`src/rtl/rattlesnake_instruction_fetch.sv`:
```
// Rattlesnake instruction fetch stage.
// Holds the program counter, issues single-outstanding word reads to
// instruction memory and hands each returned word to decode as a one-cycle
// enable_out strobe. Redirects (jump_valid / fetch_init) squash any read in
// flight; misaligned targets halt fetching and raise a level exception.
//
// Memory handshake: mem_read_en is a one-cycle request pulse carrying
// mem_read_addr, which stays stable until mem_read_ack. The ack returns
// mem_read_data and arrives at least one cycle after the request. Only one
// request is ever outstanding; an ack with nothing outstanding is ignored.
module rattlesnake_instruction_fetch #(
  parameter int                     PC_BITWIDTH = 32,
  parameter int                     XLEN        = 32,
  parameter logic [PC_BITWIDTH-1:0] RESET_PC    = '0
) (
  input  logic                   clk,
  input  logic                   reset_n,
  input  logic                   sync_reset,
  input  logic                   fetch_enable,
  input  logic                   fetch_init,
  input  logic [PC_BITWIDTH-1:0] start_addr,
  input  logic                   jump_valid,
  input  logic [PC_BITWIDTH-1:0] jump_addr,
  output logic                   mem_read_en,
  output logic [PC_BITWIDTH-3:0] mem_read_addr,
  input  logic                   mem_read_ack,
  input  logic [XLEN-1:0]        mem_read_data,
  output logic                   enable_out,
  output logic [XLEN-1:0]        IR_out,
  output logic [PC_BITWIDTH-1:0] PC_out,
  output logic                   exception_addr_misaligned,
  output logic [1:0]             fetch_state_dbg
);

  // IDLE: nothing outstanding; WAIT: read outstanding, deliver it;
  // DROP: read outstanding, discard it (a redirect arrived meanwhile).
  localparam logic [1:0] S_IDLE = 2'd0;
  localparam logic [1:0] S_WAIT = 2'd1;
  localparam logic [1:0] S_DROP = 2'd2;

  logic [1:0]             state_q,  state_d;
  logic [PC_BITWIDTH-1:0] pc_q,     pc_d;
  logic [XLEN-1:0]        ir_q,     ir_d;
  logic [PC_BITWIDTH-1:0] pc_out_q, pc_out_d;
  logic                   en_out_q, en_out_d;
  logic                   rd_en_q,  rd_en_d;
  logic [PC_BITWIDTH-3:0] rd_addr_q, rd_addr_d;

  logic                   redirect;
  logic [PC_BITWIDTH-1:0] redirect_pc;
  logic [PC_BITWIDTH-1:0] pc_plus4;
  logic                   pc_aligned;

  // Redirect target selection (fetch_init has priority) and sequential PC.
  always_comb begin
    redirect    = fetch_init | jump_valid;
    redirect_pc = fetch_init ? start_addr : jump_addr;
    pc_plus4    = pc_q + PC_BITWIDTH'(4);
    pc_aligned  = (pc_q[1:0] == 2'b00);
  end

  // Fetch FSM, PC update, request generation and decode hand-off.
  always_comb begin
    state_d   = state_q;
    pc_d      = pc_q;
    ir_d      = ir_q;
    pc_out_d  = pc_out_q;
    en_out_d  = 1'b0;
    rd_en_d   = 1'b0;
    rd_addr_d = rd_addr_q;
    case (state_q)
      S_IDLE: begin
        if (redirect) begin
          pc_d = redirect_pc;
        end else if (fetch_enable && pc_aligned) begin
          state_d   = S_WAIT;
          rd_en_d   = 1'b1;
          rd_addr_d = pc_q[PC_BITWIDTH-1:2];
        end
      end
      S_WAIT: begin
        if (redirect) begin
          // Data arriving together with a redirect belongs to the old path.
          pc_d    = redirect_pc;
          state_d = mem_read_ack ? S_IDLE : S_DROP;
        end else if (mem_read_ack) begin
          ir_d     = mem_read_data;
          pc_out_d = pc_q;
          en_out_d = 1'b1;
          pc_d     = pc_plus4;
          if (fetch_enable) begin
            rd_en_d   = 1'b1;
            rd_addr_d = pc_plus4[PC_BITWIDTH-1:2];
          end else begin
            state_d = S_IDLE;
          end
        end
      end
      S_DROP: begin
        if (redirect) begin
          pc_d = redirect_pc;
        end
        if (mem_read_ack) begin
          state_d = S_IDLE;
        end
      end
      default: state_d = S_IDLE;
    endcase
    // Synchronous reset has exactly the effect of the asynchronous one.
    if (sync_reset) begin
      state_d   = S_IDLE;
      pc_d      = RESET_PC;
      ir_d      = '0;
      pc_out_d  = '0;
      en_out_d  = 1'b0;
      rd_en_d   = 1'b0;
      rd_addr_d = RESET_PC[PC_BITWIDTH-1:2];
    end
  end

  // State and output registers.
  always_ff @(posedge clk or negedge reset_n) begin
    if (!reset_n) begin
      state_q   <= S_IDLE;
      pc_q      <= RESET_PC;
      ir_q      <= '0;
      pc_out_q  <= '0;
      en_out_q  <= 1'b0;
      rd_en_q   <= 1'b0;
      rd_addr_q <= RESET_PC[PC_BITWIDTH-1:2];
    end else begin
      state_q   <= state_d;
      pc_q      <= pc_d;
      ir_q      <= ir_d;
      pc_out_q  <= pc_out_d;
      en_out_q  <= en_out_d;
      rd_en_q   <= rd_en_d;
      rd_addr_q <= rd_addr_d;
    end
  end

  // Outputs; the exception is a level while fetch is parked on a bad PC.
  always_comb begin
    mem_read_en               = rd_en_q;
    mem_read_addr             = rd_addr_q;
    enable_out                = en_out_q;
    IR_out                    = ir_q;
    PC_out                    = pc_out_q;
    exception_addr_misaligned = (state_q == S_IDLE) && (pc_q[1:0] != 2'b00);
    fetch_state_dbg           = state_q;
  end

endmodule
```
`config.mk`:
```
export PLATFORM = sky130hd
export DESIGN_NAME = rattlesnake_instruction_fetch
export DESIGN_NICKNAME = d
export VERILOG_FILES = /design/src/rtl/rattlesnake_instruction_fetch.sv
export SDC_FILE = /design/constraint.sdc
export NUM_CORES = 1
export LEC_CHECK = 0
export ABC_AREA = 1
export BUFFER_PORTS_ARGS = -buffer_cell sky130_fd_sc_hd__buf_4
export CAP_MARGIN = 0
export CORE_ASPECT_RATIO = 0.8
export CORE_MARGIN = 8
export CORE_UTILIZATION = 40
export DETAILED_ROUTE_END_ITERATION = 16
export PLACE_DENSITY_LB_ADDON = 0.2
export RECOVER_POWER = 25
export SLEW_MARGIN = 40
export SYNTH_ARGS = -nofsm -noshare
export SYNTH_HDL_FRONTEND = slang
export SYNTH_SLANG_ARGS = --single-unit
```
`constraint.sdc`:
```
create_clock -name clk -period 1.38 [get_ports clk]
set_input_delay 0.069 -clock clk [delete_from_list [all_inputs] [get_ports clk]]
set_output_delay 0.069 -clock clk [all_outputs]
set_load 0.01 [all_outputs]
```
======== After elaboration in Yosys (flattened, before gate mapping) ========
Index checks and enable logic that the tools add are counted.
cells by class
  add/subtract/negate cells ............... 1
  multipliers ............................. 0
  divide/modulo/power cells ............... 0
  order comparisons ....................... 0
  equality and inequality tests ........... 12
  shift-type cells ........................ 0
  muxes and demuxes ....................... 41
  bitwise logic cells ..................... 1
  reduce and logical (&&, ||, !) cells .... 14
operator list
  operator                                                                  number
  32-bit 2-to-1 mux                                                         13
  30-bit 2-to-1 mux                                                         6
  32-bit one-hot mux with 2 select lines                                    1
  30-bit one-hot mux with 2 select lines                                    1
  32-bit by 3-bit adder with 32-bit output (second input constant)          1
  3-bit inequality test (second input constant)                             6
  2-bit 2-to-1 mux                                                          8
  1-bit 2-to-1 mux                                                          10
  4-bit inequality test (second input constant)                             2
  2-bit one-hot mux with 3 select lines                                     1
  3-bit AND reduction                                                       2
  6-bit AND reduction                                                       1
  2-bit nonzero test                                                        3
  3-bit nonzero test                                                        2
  5-bit AND reduction                                                       1
  2-bit logical NOT                                                         2
  3-bit by 1-bit inequality test with 1-bit output (second input constant)  1
  2-bit by 1-bit == test with 1-bit output (second input constant)          1
  2-bit == test (second input constant)                                     1
  1-bit logical AND                                                         2
  2-bit inequality test (second input constant)                             1
  1-bit one-hot mux with 2 select lines                                     1
  2-bit OR reduction                                                        1
  1-bit bitwise OR                                                          1
storage, ports and cells
  register bits after elaboration ......... 130
  latch bits .............................. 0
  bits in writable memories ............... 0
  ROM bits ................................ 0
  output and inout bits ................... 99
  memories ................................ 0

======== Depth between registers and ports, before layout ========
Gate-level depths: netlist of run 1.
  depth in word-level cells ............... 6
  depth in mapped cells ................... 11

======== Worst setup path before layout of run 1 ========
No wires, ideal clock.
  path kind ............................... flip-flop to flip-flop
  start point ............................. reg pc_q[2]
  end point ............................... reg rd_addr_q[16] (netlist: mem_read_addr[16])
  data arrival time ....................... 1.400 ns
  required time ........................... 1.264 ns
  path slack .............................. -0.137 ns
  cell stages (with the launch flop) ...... 10
  path buffers ............................ 0
  clock period less this slack ............ 1.517 ns
  path through ............................ dfrtp_1 > ha_1 > nand2_1 > nor2_1 > nand2_1 > nor2_1 > xor2_1 > nand2_1 > nand2_1 > nand2_1
on the way
  word-level cells in the longest chain between the ends .. 6
RTL lines
  item                                      RTL line  text
  from (decl)                               42        logic [PC_BITWIDTH-1:0] pc_q, pc_d;
  from (signal assigned)                    133       pc_q <= pc_d;
  32-bit by 3-bit adder with 32-bit output  58        pc_plus4 = pc_q + PC_BITWIDTH'(4);
  30-bit 2-to-1 mux                         91        if (fetch_enable) begin
  30-bit 2-to-1 mux                         86        end else if (mem_read_ack) begin
  30-bit 2-to-1 mux                         82        if (redirect) begin
  30-bit one-hot mux with 2 select lines    71        case (state_q)
  30-bit 2-to-1 mux                         110       if (sync_reset) begin
  to (signal assigned)                      130       rd_addr_q <= RESET_PC[PC_BITWIDTH-1:2];
  to (signal assigned)                      138       rd_addr_q <= rd_addr_d;
  to (decl)                                 47        logic [PC_BITWIDTH-3:0] rd_addr_q, rd_addr_d;
Every way passes these cells. The select of a mux whose other input is x is not followed.
A chain may end at the register's enable or synchronous reset.

======== Worst setup path after layout of run 1 ========
  start point ............................. reg pc_q[3]
  end point ............................... reg rd_addr_q[10] (netlist: mem_read_addr[10])
Same word-level chain as after synthesis.

==> results of run 1 <==
what timing repair did:
item / CTS / global route
cloned: 6 / 15
endpoints found under the setup margin: 124 / 130
gates resized for setup: 137 / 281
endpoints found under the hold margin: 163 / 0
buffers inserted: 20 / 19
hold buffers: 34 / 0
pin swaps: 34 / 51
sequential cells by signal, summed over array words and instances, names as in the netlist:
register	flops
pc_q	32
enable_out	1
mem_read_addr	30
mem_read_en	1
fetch_state_dbg	2
IR_out	32
PC_out	32
power breakdown:
| part | total [uW] | switching (uW) | internal, uW |
|---|---|---|---|
| Clock | 4690 | 1970 | 2720 |
| Combinational | 5210 | 2690 | 2520 |
| Sequential | 4730 | 458 | 4270 |
layout make-up:
cell class	instances	area share (%)
repair buffers	405	30.0
inverters	49	1.76
multi-input cells	767	35.8
well taps	225	2.21
clock buffers	17	3.33
flip-flops and latches	130	25.5
clock inverters	15	1.37
through the flow:
| stage | setup slack [ps] | hold WS [ps] | setup TNS, ps |
|---|---|---|---|
| 6_report | -221 | 38.0 | -15300 |
| 5_1_grt | -312 | 41.8 | -24690 |
| 4_1_cts | -117 | 23.4 | -5540 |
| 3_5_place_dp | -271 | -11.9 | -11790 |
| 3_3_place_gp | -219 | -7.12 | -8390 |
| 2_1_floorplan | -50.6 | -227 | -1520 |
cells by family after synthesis:
group	synth area share, %
and+or+nand+nor	39.7
DFF	46.7
buffers and inverters	5.87
AOI/OAI and AO/OA	6.16
xor gates and xnor gates	1.38
adders and majority gates	0.179
routing by layer:
metal	global-route usage, %	vias up	wire (um)
met5	0	-	0
met3	5.82	93	2800
met4	7.96	0	1150
met1	33.6	4077	13000
met2	38.5	477	14900
li1	-	3914	-
synth_stat cells:
cell type  number
o211ai_1        2
nor2_2          4
clkbuf_1       17
nand2_1       396
nand4_1         1
ha_1            1
dfrtp_1       130
o21ai_1        26
nand3b_1        1
buf_6           2
nand3_2         2
nor2_1        138
o31ai_1         1
o2111ai_1       2
nand3_1       116
nor2_4          3
buf_4           2
inv_2           7
inv_1          40
nand3_4         1
xor2_1         11
buf_2          21
o22ai_1         3
nor2_8          1
clkinv_1        2
o21ai_0        31
a21oi_1        17
nor3_1          6
or2_2           4
buf_1           5
path summary, 6_finish.rpt:
kind                                               start                        endpoint  slack [ps]  cells after the start
setup / recovery                     pc_q[3]$_DFFE_PN0P_   mem_read_addr[10]$_DFFE_PN0P_        -220                     10
hold / removal                             start_addr[0]             pc_q[0]$_DFFE_PN0P_          40                      3
setup reg to reg                     pc_q[3]$_DFFE_PN0P_   mem_read_addr[10]$_DFFE_PN0P_        -220                     10
hold reg to reg            mem_read_addr[12]$_DFFE_PN0P_   mem_read_addr[12]$_DFFE_PN0P_         480                      2
max in group asynchronous                        reset_n            pc_q[19]$_DFFE_PN0P_         160                      3
min in group asynchronous                        reset_n  fetch_state_dbg[1]$_DFFE_PN0P_         180                      2
worst register-to-register path: cells and delay by family, from the launching register on:
| family | cells | cell delay [ps] |
|---|---|---|
| AO/OA/AOI/OAI | 1 | 150 |
| adder cells (fa/ha/maj) | 1 | 190 |
| buffers and inverters | 1 | 100 |
| flip-flops | 1 | 430 |
| AND/OR/NAND/NOR | 7 | 630 |
==> key figures, run 1 <==
Layout
  – FF/Latch Area: between 3000 and 4000 um^2
  – Core Util, Final: 74.1%
  – Commonest non-fill, non-tap cell in the layout: nand2_1
  – Commonest cells after routing, fill and taps aside: nand2_1, buf_4, dfrtp_1
  – Fill cells: approximately 1200
  – Share of cells above drive strength 1: 49.3%
  – Multi-input gate area in the final layout: ~4600 um^2
  – Area grow syn2layout: 83.1%
  – Fin cells: 1608
  – Layout Nets: about 1500
  – Ant diodes: 0
  – Cell area after layout: 12800 um^2

Placed design
  – Gp weighted congestion: just over 0.9
  – Placed cells: 1486
  – Area of placed instances: 9560 um^2
  – Hpwl dp: 18800 um
  – Port bufs: 201

Setup path
  – Worst EP required: 1700 ps
  – Critical path's most frequent cell: nand2_4
  – WP buf/inv: 1
  – CP Cell Sequence: ha_4 > nand2_4 > nor2_4 > nand2_4 > clkinv_4 > nand2_4 > o21ai_4 > nand2_2 > nand3_2 > nand2_1
  – Top cell family by delay on the critical path: simple AND/OR/NAND/NOR gates
  – Critical path class: reg2reg
  – Worst Path Arrival: 1920 ps
  – Critical path fanouts, max: 3
  – Critical path startpoint category: register
  – CP Capture Type: register
  – Worst stage delay on the critical path: 430 ps
  – CP max-delay cell: dfrtp_1

Global route
  – Grt ovf: 0
  – Global-route wire length before repair: 42800 um
  – Largest net degree at the start of global routing: 49
  – GRT Total Usage: 24.8%
  – Vias in the first global route: 7819
  – Initial antenna violation count: 0

Outcome
  – Failing checks: setup timing
  – Status: complete, but fails checks

Clock network
  – Clock buffer depth: 2
  – # H-tree levels: 4
  – CTS buffer count: 17
  – Worst-Skew Late Latency: between 400 and 500 ps
  – CTS tree: yes
  – Clock Sink Count: 130
  – Root Buffer: clkbuf_16
  – Worst-path clk slew: 60 ps

Synth
  – Mean Syn Cell Area: 7.02 um^2
  – Post-Syn Area: around 7000 um^2
  – Synth Register Bits: 130
  – Sequential area share after synthesis: about 47%
  – Yosys top cell by area: dfrtp_1
  – Post-synthesis cell type count: 30
  – Yosys warnings: 0
  – Cells after synthesis: 993
  – Syn_nets: around 1100
  – Area share of the largest cell type after synthesis: 46.7%
  – Area contributors post-synth: dfrtp_1, nand2_1, nand3_1

Timing
  – Final Hold Fails: 0
  – Unrepaired setup endpoints after global routing: true
  – F_max: 0.625 GHz
  – Final Skew: about 7.5 ps
  – Final min period: 1600 ps
  – Worst slew pin tran: 605 ps
  – Worst rel slew slack: 59.7%
  – Final setup fails: 131
  – Final Worst Setup Slack: -221 ps
  – Final slew viol count: 0
  – Period utilization: 116%

Die
  – Core Rows: 43
  – Die width: 164 um
  – Area of the die: 21900 um^2
  – Core ar.: ~17000 um^2
  – Initial core utilization: 40.5%
  – Num ports: 202
  – Die height: 134 um

Drt
  – DR WL/cell: 19.8 um
  – Final wirelength: 31900 um
  – DRC violations left: 0
  – Drt pass-1 iters: 5
  – Antenna Nets Post-Route: 0
  – Via density: between 5 and 6
  – Via count: between 8000 and 9000
  – Initial DRC Count: 789

Power and ir drop
  – Overall Power: 14600 uW
  – PwrDens: ~1100 nW/um^2
  – LEAKAGE: 0.00638 uW
  – Worst vdd ir: 0.868 mV

Min path
  – Hold crit path type: in2reg

Flow run
  – Max-cap violations: 0
Note: power is estimated with default switching activity, not from simulation.
==> inputs of run 2 (changes only) <==
- CORE_ASPECT_RATIO: 0.8 -> default
==> key figures, run 2 (synthesis gave the netlist of run 1 again) <==
Drt
  – Antenna Nets Post-Route: 0
  – DRC violations left: 0
  – Initial DRC Count: between 900 and 1000
  – Via density: 5.42
  – Via count: 8693
  – DR WL/cell: 20.1 um
  – Final wirelength: 32200 um
  – Drt pass-1 iters: 6

Clock network
  – Clock buffer depth: 2
  – Worst-Skew Late Latency: roughly 430 ps
  – CTS tree: yes
  – Clock Sink Count: 130
  – Worst-path clk slew: 60 ps
  – CTS buffer count: 17
  – # H-tree levels: 4
  – Root Buffer: clkbuf_16

Timing
  – F_max: 0.576 GHz
  – Final Worst Setup Slack: -356 ps
  – Final Hold Fails: 1
  – Setup TNS: -21830 ps
  – Final min period: 1740 ps
  – Final slew viol count: 0
  – Period utilization: 126%
  – Unrepaired setup endpoints after global routing: true
  – Worst slew pin tran: 1090 ps
  – Final setup fails: 128
  – Worst rel slew slack: 27.1%
  – Final hold slack: -21.1 ps
  – Final Skew: around 10 ps

Placed design
  – Hpwl dp: around 18000 um
  – Area of placed instances: 9470 um^2
  – Gp weighted congestion: 0.917
  – Port bufs: about 200

Power and ir drop
  – Worst vdd ir: around 0.89 mV
  – Net Sw Frac: 33.7%
  – Logic pwr share: 34.4%
  – Seq pwr share: 31.9%
  – LEAKAGE: 0.00623 uW
  – Internal power: 9870 uW
  – Clock power frac: between 30 and 40%
  – Net load switching power: 5020 uW
  – PwrDens: approximately 1200 nW/um^2

Setup path
  – Worst EP required: 1690 ps
  – Critical path class: reg2reg
  – Critical path startpoint category: register
  – R2r setup slk: -360 ps
  – Worst Path Arrival: a little over 2000 ps
  – Reg2Reg Depth: 11
  – Critical path fanouts, max: 3
  – CP Capture Type: register

Outcome
  – Failing checks: hold timing, setup timing
  – Status: complete, but fails checks

Layout
  – Layout Nets: 1469
  – Share of cells above drive strength 1: 48.0%
  – Commonest cells after routing, fill and taps aside: nand2_1, buf_4, dfrtp_1
  – Commonest non-fill, non-tap cell in the layout: nand2_1
  – Cell area after layout: approximately 13000 um^2
  – Area grow syn2layout: 80.9%

Global route
  – GRT Total Usage: 25.2%
  – Initial antenna violation count: 0
  – Vias in the first global route: 8160
  – Grt ovf: 0
  – Largest net degree at the start of global routing: slightly below 90
  – Global-route wire length before repair: 44000 um

Die
  – Die height: 148 um
  – Die width: 148 um
  – Initial core utilization: about two fifths
  – Area of the die: 21900 um^2
  – Core ar.: 17200 um^2
  – Core Rows: 48
  – Num ports: 202

Min path
  – Hold crit path type: in2reg
  – Hold path depth: 3

Flow run
  – Max-cap violations: 0
run 2: routing by layer:
layer  track usage [%]  wire (um)  vias to the layer above
li1                  -          -                     3917
met1              33.7      12600                     4109
met2              39.2      15000                      558
met3              5.72       3200                      109
met4              9.33       1300                        0
met5                 0          0                        -
run 2: what timing repair did:
item,CTS,global route
cloned,9,11
endpoints found under the hold margin,164,0
setup buffers,28,23
hold buffers,35,0
pin swaps,28,44
endpoints found under the setup margin,124,130
resized for setup,181,227
run 2: final timing paths:
| path | from | to |
|---|---|---|
| worst max-delay path | pc_q[3]$_DFFE_PN0P_ | pc_q[21]$_DFFE_PN0P_ |
| worst min-delay path | start_addr[1] | pc_q[1]$_DFFE_PN0P_ |
| worst max register to register | pc_q[3]$_DFFE_PN0P_ | pc_q[21]$_DFFE_PN0P_ |
| worst min register to register | mem_read_addr[16]$_DFFE_PN0P_ | mem_read_addr[16]$_DFFE_PN0P_ |
| max in group asynchronous | reset_n | pc_q[18]$_DFFE_PN0P_ |
| min in group asynchronous | reset_n | mem_read_addr[2]$_DFFE_PN0P_ |
run 2: per-stage QoR:
stage,std cells,util (%),worst slack [ps],hold slack [ps],power (uW)
global placement,1474,55.1,-301,78.5,7970
global route,1603,73.4,-382,15.5,15400
CTS,1575,67.0,-153,8.28,13900
finish,1604,73.4,-356,-21.1,14900
floorplan,993,-,-50.6,-227,6180
detailed placement,1474,55.1,-323,77.6,8000
run 2: power by group through the flow:
stage	registers (uW)	logic [uW]	clock network [uW]
after floorplan	4780	1400	0
after global placement	4660	3300	0
after detailed placement	4670	3330	0
after CTS	4650	4250	5030
after global routing	4780	5410	5210
final	4750	5120	5030
run 2: final cells by class:
| cell class | instances | area [um^2] |
|---|---|---|
| timing repair buffer | 397 | 3660 |
| timing repair inverter | 3 | 52.6 |
| antenna | 1 | 2.50 |
| inverter | 49 | 243 |
| sequential | 130 | 3260 |
| multi-input combinational | 767 | 4460 |
| fill | 1210 | 4570 |
| clock buffer | 19 | 443 |
| tap | 225 | 282 |
| clock inverter | 13 | 206 |
run 2: worst max-delay path, cell delays in order, from the launching register on:
cell     delay [ps]
dfrtp_2         420
nand2_2          90
nor2_4          180
nand2_2         110
nor2_4          120
buf_4           110
buf_4           100
nand3_1          90
nand2_1         130
nand2_1          60
nand2_1         110
nand2_1          80
